==> src/rtl/poker_action_select.sv <==
// -----------------------------------------------------------------------------
// poker_action_select
//
// Turns one-cycle go/left/right key pulses into one betting decision per turn
// (fold, call/check, raise + amount) for the game controller.
//
// Ports
//   clock, resetn      : clock, synchronous active-low reset
//   go, left, right    : one-cycle key pulses (priority go > left > right)
//   turn_en            : controller asks this player for a decision
//   to_call            : chips needed to call, sampled when the turn starts
//   chips_avail        : player stack, sampled when the turn starts
//   action_ack         : controller accepts the presented action
//   busy               : high whenever the block is not idle
//   cursor             : 0=fold 1=call 2=raise (display)
//   in_raise           : high while the raise amount is being adjusted
//   raise_amt          : current raise total
//   action_valid       : decision available
//   action_code        : 0=fold 1=call 2=raise
//   action_amt         : chips committed by the decision
//   dbg_state          : current FSM state (0 idle, 1 select, 2 raise adjust,
//                        3 issue)
//
// Handshake: action_valid rises on the edge that accepts the confirming go and
// stays high, with action_code/action_amt frozen, until action_ack is sampled
// high at a clock edge; on that edge the transfer completes and valid, code
// and amount all return to 0. An ack in the first valid cycle completes the
// transfer.
// -----------------------------------------------------------------------------
module poker_action_select #(
  parameter int CHIP_W     = 10,
  parameter int RAISE_STEP = 10
) (
  input  logic              clock,
  input  logic              resetn,
  input  logic              go,
  input  logic              left,
  input  logic              right,
  input  logic              turn_en,
  input  logic [CHIP_W-1:0] to_call,
  input  logic [CHIP_W-1:0] chips_avail,
  input  logic              action_ack,
  output logic              busy,
  output logic [1:0]        cursor,
  output logic              in_raise,
  output logic [CHIP_W-1:0] raise_amt,
  output logic              action_valid,
  output logic [1:0]        action_code,
  output logic [CHIP_W-1:0] action_amt,
  output logic [1:0]        dbg_state
);

  typedef enum logic [1:0] {
    ST_IDLE      = 2'd0,
    ST_SELECT    = 2'd1,
    ST_RAISE_ADJ = 2'd2,
    ST_ISSUE     = 2'd3
  } state_t;

  localparam logic [1:0] CUR_FOLD  = 2'd0;
  localparam logic [1:0] CUR_CALL  = 2'd1;
  localparam logic [1:0] CUR_RAISE = 2'd2;

  // Step widened by one bit so every sum below has a carry bit to spare.
  localparam logic [CHIP_W:0] STEP_X = (CHIP_W+1)'(RAISE_STEP);

  // Registers
  state_t            r_state;
  logic [CHIP_W-1:0] r_tc;
  logic [CHIP_W-1:0] r_ch;
  logic [1:0]        r_cursor;
  logic [CHIP_W-1:0] r_raise_amt;
  logic              r_valid;
  logic [1:0]        r_code;
  logic [CHIP_W-1:0] r_amt;
  logic              r_busy;
  logic              r_in_raise;

  // Next-state / next-value wires
  state_t            w_state_nxt;
  logic [CHIP_W-1:0] w_tc_nxt;
  logic [CHIP_W-1:0] w_ch_nxt;
  logic [1:0]        w_cursor_nxt;
  logic [CHIP_W-1:0] w_raise_nxt;
  logic              w_valid_nxt;
  logic [1:0]        w_code_nxt;
  logic [CHIP_W-1:0] w_amt_nxt;

  // Pulse priority: only one pulse is acted on per cycle.
  logic w_go, w_left, w_right;
  assign w_go    = go;
  assign w_left  = left & ~go;
  assign w_right = right & ~go & ~left;

  // Minimum raise computed straight from the inputs, used when a turn starts.
  logic [CHIP_W:0]   w_in_sum;
  logic [CHIP_W-1:0] w_in_min;
  assign w_in_sum = {1'b0, to_call} + STEP_X;
  assign w_in_min = (w_in_sum > {1'b0, chips_avail}) ? chips_avail : w_in_sum[CHIP_W-1:0];

  // Quantities derived from the latched call/stack values.
  logic              w_raise_ok;
  logic [CHIP_W:0]   w_tc_sum;
  logic [CHIP_W-1:0] w_raise_min;
  logic [CHIP_W-1:0] w_call_amt;
  assign w_raise_ok  = (r_ch > r_tc);
  assign w_tc_sum    = {1'b0, r_tc} + STEP_X;
  assign w_raise_min = (w_tc_sum > {1'b0, r_ch}) ? r_ch : w_tc_sum[CHIP_W-1:0];
  // A short stack calls all-in.
  assign w_call_amt  = (r_tc < r_ch) ? r_tc : r_ch;

  // Raise up: saturate at the whole stack.
  logic [CHIP_W:0]   w_up_sum;
  logic [CHIP_W-1:0] w_raise_up;
  assign w_up_sum   = {1'b0, r_raise_amt} + STEP_X;
  assign w_raise_up = (w_up_sum > {1'b0, r_ch}) ? r_ch : w_up_sum[CHIP_W-1:0];

  // Raise down: the subtraction only happens when it cannot cross the floor,
  // so it can never wrap below zero.
  logic [CHIP_W:0]   w_dn_floor;
  logic [CHIP_W-1:0] w_raise_dn;
  logic              w_at_min;
  assign w_dn_floor = {1'b0, w_raise_min} + STEP_X;
  assign w_raise_dn = ({1'b0, r_raise_amt} >= w_dn_floor)
                    ? (r_raise_amt - STEP_X[CHIP_W-1:0]) : w_raise_min;
  assign w_at_min   = (r_raise_amt == w_raise_min);

  // Cursor movement. Without a legal raise the cursor toggles fold/call only.
  logic [1:0] w_cur_left, w_cur_right;
  always_comb begin
    w_cur_left  = CUR_CALL;
    w_cur_right = CUR_CALL;
    case (r_cursor)
      CUR_FOLD: begin
        w_cur_left  = w_raise_ok ? CUR_RAISE : CUR_CALL;
        w_cur_right = CUR_CALL;
      end
      CUR_CALL: begin
        w_cur_left  = CUR_FOLD;
        w_cur_right = w_raise_ok ? CUR_RAISE : CUR_FOLD;
      end
      CUR_RAISE: begin
        w_cur_left  = CUR_CALL;
        w_cur_right = CUR_FOLD;
      end
      default: begin
        w_cur_left  = CUR_CALL;
        w_cur_right = CUR_CALL;
      end
    endcase
  end

  // ---------------------------------------------------------------------------
  // FSM: state register
  // ---------------------------------------------------------------------------
  always_ff @(posedge clock) begin
    if (!resetn) r_state <= ST_IDLE;
    else         r_state <= w_state_nxt;
  end

  // ---------------------------------------------------------------------------
  // FSM: next-state logic. A dropped turn_en wins over any key pulse.
  // ---------------------------------------------------------------------------
  always_comb begin
    w_state_nxt = r_state;
    case (r_state)
      ST_IDLE: begin
        if (turn_en) w_state_nxt = ST_SELECT;
      end
      ST_SELECT: begin
        if (!turn_en)  w_state_nxt = ST_IDLE;
        else if (w_go) w_state_nxt = (r_cursor == CUR_RAISE) ? ST_RAISE_ADJ : ST_ISSUE;
      end
      ST_RAISE_ADJ: begin
        if (!turn_en)                w_state_nxt = ST_IDLE;
        else if (w_go)               w_state_nxt = ST_ISSUE;
        else if (w_left && w_at_min) w_state_nxt = ST_SELECT;
      end
      ST_ISSUE: begin
        if (action_ack) w_state_nxt = ST_IDLE;
      end
      default: w_state_nxt = ST_IDLE;
    endcase
  end

  // ---------------------------------------------------------------------------
  // FSM: output / datapath next values
  // ---------------------------------------------------------------------------
  always_comb begin
    w_tc_nxt     = r_tc;
    w_ch_nxt     = r_ch;
    w_cursor_nxt = r_cursor;
    w_raise_nxt  = r_raise_amt;
    w_valid_nxt  = r_valid;
    w_code_nxt   = r_code;
    w_amt_nxt    = r_amt;
    case (r_state)
      ST_IDLE: begin
        if (turn_en) begin
          w_tc_nxt     = to_call;
          w_ch_nxt     = chips_avail;
          w_cursor_nxt = CUR_CALL;
          w_raise_nxt  = w_in_min;
        end
      end
      ST_SELECT: begin
        if (turn_en) begin
          if (w_go) begin
            if (r_cursor != CUR_RAISE) begin
              w_valid_nxt = 1'b1;
              if (r_cursor == CUR_CALL) begin
                w_code_nxt = CUR_CALL;
                w_amt_nxt  = w_call_amt;
              end else begin
                w_code_nxt = CUR_FOLD;
                w_amt_nxt  = '0;
              end
            end
          end else if (w_left) begin
            w_cursor_nxt = w_cur_left;
          end else if (w_right) begin
            w_cursor_nxt = w_cur_right;
          end
        end
      end
      ST_RAISE_ADJ: begin
        if (turn_en) begin
          if (w_go) begin
            w_valid_nxt = 1'b1;
            w_code_nxt  = CUR_RAISE;
            w_amt_nxt   = r_raise_amt;
          end else if (w_left) begin
            if (w_at_min) w_cursor_nxt = CUR_RAISE;
            else          w_raise_nxt  = w_raise_dn;
          end else if (w_right) begin
            w_raise_nxt = w_raise_up;
          end
        end
      end
      ST_ISSUE: begin
        if (action_ack) begin
          w_valid_nxt = 1'b0;
          w_code_nxt  = CUR_FOLD;
          w_amt_nxt   = '0;
        end
      end
      default: ;
    endcase
  end

  always_ff @(posedge clock) begin
    if (!resetn) begin
      r_tc        <= '0;
      r_ch        <= '0;
      r_cursor    <= CUR_FOLD;
      r_raise_amt <= '0;
      r_valid     <= 1'b0;
      r_code      <= CUR_FOLD;
      r_amt       <= '0;
      r_busy      <= 1'b0;
      r_in_raise  <= 1'b0;
    end else begin
      r_tc        <= w_tc_nxt;
      r_ch        <= w_ch_nxt;
      r_cursor    <= w_cursor_nxt;
      r_raise_amt <= w_raise_nxt;
      r_valid     <= w_valid_nxt;
      r_code      <= w_code_nxt;
      r_amt       <= w_amt_nxt;
      r_busy      <= (w_state_nxt != ST_IDLE);
      r_in_raise  <= (w_state_nxt == ST_RAISE_ADJ);
    end
  end

  assign busy         = r_busy;
  assign cursor       = r_cursor;
  assign in_raise     = r_in_raise;
  assign raise_amt    = r_raise_amt;
  assign action_valid = r_valid;
  assign action_code  = r_code;
  assign action_amt   = r_amt;
  assign dbg_state    = r_state;

endmodule
==> config.mk <==
export PLATFORM = sky130hd
export DESIGN_NAME = poker_action_select
export DESIGN_NICKNAME = d
export VERILOG_FILES = /design/src/rtl/poker_action_select.sv
export SDC_FILE = /design/constraint.sdc
export NUM_CORES = 1
export LEC_CHECK = 0
export BUFFER_PORTS_ARGS = -buffer_cell sky130_fd_sc_hd__buf_2
export CAP_MARGIN = 20
export CORE_UTILIZATION = 55
export CTS_BUF_LIST = sky130_fd_sc_hd__clkbuf_4 sky130_fd_sc_hd__clkbuf_8 sky130_fd_sc_hd__clkbuf_16
export DETAILED_ROUTE_END_ITERATION = 10
export GPL_TIMING_DRIVEN = 0
export PLACE_DENSITY = 0.75
export SLEW_MARGIN = 10
export SYNTH_ARGS = -nofsm -noshare
export SYNTH_HDL_FRONTEND = slang
export SYNTH_SLANG_ARGS = --single-unit
==> constraint.sdc <==
create_clock -name clock -period 6.1 [get_ports clock]
set_input_delay 1.22 -clock clock [delete_from_list [all_inputs] [get_ports clock]]
set_output_delay 1.22 -clock clock [all_outputs]
set_load 0.01 [all_outputs]
==> out/results.txt <==
Status -> finished clean
Fin. Hold Viols -> 0
Die Wd -> 101 µm
DRT Pass-1 Iters -> 5
Sequential area share after synthesis -> 0.184
Fill cells -> 864
Fin nets -> 863
Core Region -> 9330 µm²
HP Class -> flip-flop to flip-flop
Clock Pin Slew Worst Setup and Hold Paths -> 90 ps
Crit. Startpoint -> r_tc[3]
Final WL -> 18.8 mm
Syn Inst Count -> 709
FF-to-FF End -> raise_amt[5]
Worst-margin pin slew -> 891 ps
Final setup fails -> 0
Dpl ws -> -1180 ps
Worst reg2reg startpoint -> r_tc[3]
# diodes -> 0
Clk root buf -> clkbuf_8
Placement Cell Area -> 5780 µm²
Fin worst setup slack -> 212 ps
# port buffers -> 54
Crit. End Element -> flip-flop
Die Y-Extent -> 101 µm
Yosys reg bits -> 49
Worst path arrival time -> 6080 ps
Number of synthesized flops with an enable pin -> 0
Tcrit/Tclk final -> 0.965
Worst path slowest cell -> or3b_1
Layout area overhead -> 13.9%
Power Density -> 291 nW/µm²
Skew final -> 6.06 ps
Layout cells sized above 1 -> 0.173
Total track usage -> 0.375
Tmin final -> 5890 ps
Library cells used by synthesis -> 76
Initial Util -> 0.573
Main synth FF type -> dfxtp_1
Crit Path Class -> flip-flop to flip-flop
H-Tree Depth -> 2
Worst hold margin -> 492 ps
CP Launch Type -> flip-flop
Placed insts -> 892
Max Buffers Root-to-Sink -> 2
Ys Warns -> 0
Async SR Flop Fraction -> 0
Average routed wire per standard cell -> 20.8 µm
Relative slew slack -> 0.406
Area contributors post-synth -> dfxtp_1 18%, ha_1 15%, a21oi_1 6.5%, nand2_1 5.4%, mux2i_1 4.3%
Syn nets -> 798
Yosys top cell by area -> dfxtp_1
Max incr delay on CP -> 390 ps
Total grt overflow -> 0
Design Area, Final -> 6090 µm²
CTS Buf Count -> 5
Vias per cell -> 6.47
Skew-Pair Late Insertion Delay -> 300 ps
CTS tree -> yes
Post-Syn Area -> 5350 µm²
Max IR drop VDD -> 0.165 mV
Setup TNS -> 0 ps
Reg2reg setup slack -> 210 ps
FP Rows -> 35
Maximum fanout along the worst path -> 10
Post-layout util -> 0.653
FMAX -> 0.170 GHz
Post-route DRC violation count -> 0
Min-delay src -> action_valid
Static leakage -> 2.58 nW
First-pass GRT wire length -> 29.1 mm
WHS Path Cells -> 2
Design Power -> 1.77 mW
Commonest non-fill, non-tap cells in the layout -> 75 x nand2_1, 67 x a21oi_1, 60 x ha_1
Routability Congestion -> 0.997
Largest net degree at the start of global routing -> 15
Vias -> 5,853
FF-to-FF path depth -> 25
Iteration-0 DRC Markers -> 598
TritonCTS sink count -> 49
Vias in the first global route -> 5,469
Hold endpoint -> action_valid
Final ANT Viol Nets -> 0
Final cell count without fillers -> 904
Avg Cell Area, Syn -> 7.54 µm²
Full die area -> 10,100 µm²
Top-level I/O count -> 56
Max_cap viols -> 0
Area share of the largest cell type after synthesis -> 0.184
Worst path required time -> 6290 ps
Final Slew Violations -> 0
Initial antenna violation count -> 0
Commonest non-fill, non-tap cell in the layout -> nand2_1
HPWL after DPL -> 15.0 mm
==> metal layers <==
metal	GRT usage	share of wire	vias up
li1	-	-	2736
met4	0.181	0.047	0
met1	0.480	0.40	2700
met2	0.626	0.46	341
met3	0.0458	0.091	76
met5	0	0	-
==> where the power goes <==
part	switching (mW)	total [mW]	leakage [nW]	internal, mW
clock network	0.110	0.249	0.0619	0.138
registers	0.0534	0.406	0.403	0.353
logic	0.666	1.11	2.12	0.449
==> cell type report <==
cell class                 count  area, µm²  share of cell area
inverter                      43        161              0.0265
clock inverter                 1       30.0             0.00493
buffer                        42        200              0.0329
multi-input combinational    572       4130               0.679
sequential                    49        987               0.162
tap                          129        161              0.0265
timing repair buffer          61        323              0.0530
clock buffer                   7       90.1              0.0148
==> worst max path at each step <==
stage	end	depth (start not counted)	slack, ps
finish	raise_amt[5]	25	210
global route	raise_amt[5]	26	-30
detailed placement	raise_amt[5]	24	-1180
CTS	raise_amt[5]	26	40
floorplan	raise_amt[5]	26	340
global placement	raise_amt[5]	24	-1120
==> kinds of logic (layout without fill, tap and decap cells) <==
family                     Yosys count  in the layout  share of synthesized area
adders and majority gates           62             62                      0.145
AOI/OAI and AO/OA                  216            216                      0.276
and+or+nand+nor                    223            223                      0.201
xor gates and xnor gates            41             41                     0.0698
muxes                               30             30                     0.0578
buffers and inverters               88            154                     0.0669
DFF                                 49             49                      0.184
==> cells in the mapped netlist (all sizes together), types with 4 or more instances <==
cell type / instances
o31ai: 8
nor2b: 8
o22ai: 17
nand2: 77
a221oi: 6
and2: 6
o311ai: 5
a211oi: 14
dfxtp: 49
o211ai: 16
ha: 62
a31o: 5
nor3: 19
nand4: 7
xnor2: 26
o21a: 6
mux2: 7
nand3: 16
nor2: 48
or2: 7
a21oi: 70
mux2i: 23
or3: 5
clkbuf: 33
xor2: 14
buf: 12
inv: 41
a21o: 4
o2111ai: 8
nand2b: 8
and4: 4
and3: 8
o21ai: 27
==> registers in the layout, summed over array words and instances, names as in the netlist <==
signal,flops
cursor,2
r_tc,10
dbg_state,2
in_raise,1
r_ch,10
raise_amt,10
busy,1
action_code,2
action_valid,1
action_amt,10
==> critical path, delay by kind of cell, from the launching register on <==
family                   cells  cell delay, ps
AO/OA/AOI/OAI               11            2300
XOR/XNOR                     1             120
adder cells (fa/ha/maj)      3             710
buffers and inverters        4             760
flip-flops                   1             360
multiplexers                 1             350
AND/OR/NAND/NOR              5            1160
==> timing repair <==
item                       in CTS  in global routing
buffers inserted                5                  2
pin swaps                       1                  2
hold buffers                    0                  0
setup endpoints to repair      10                 10
cloned                          0                  0
gates resized for setup        20                 23
(Power assumes the default switching activity.)
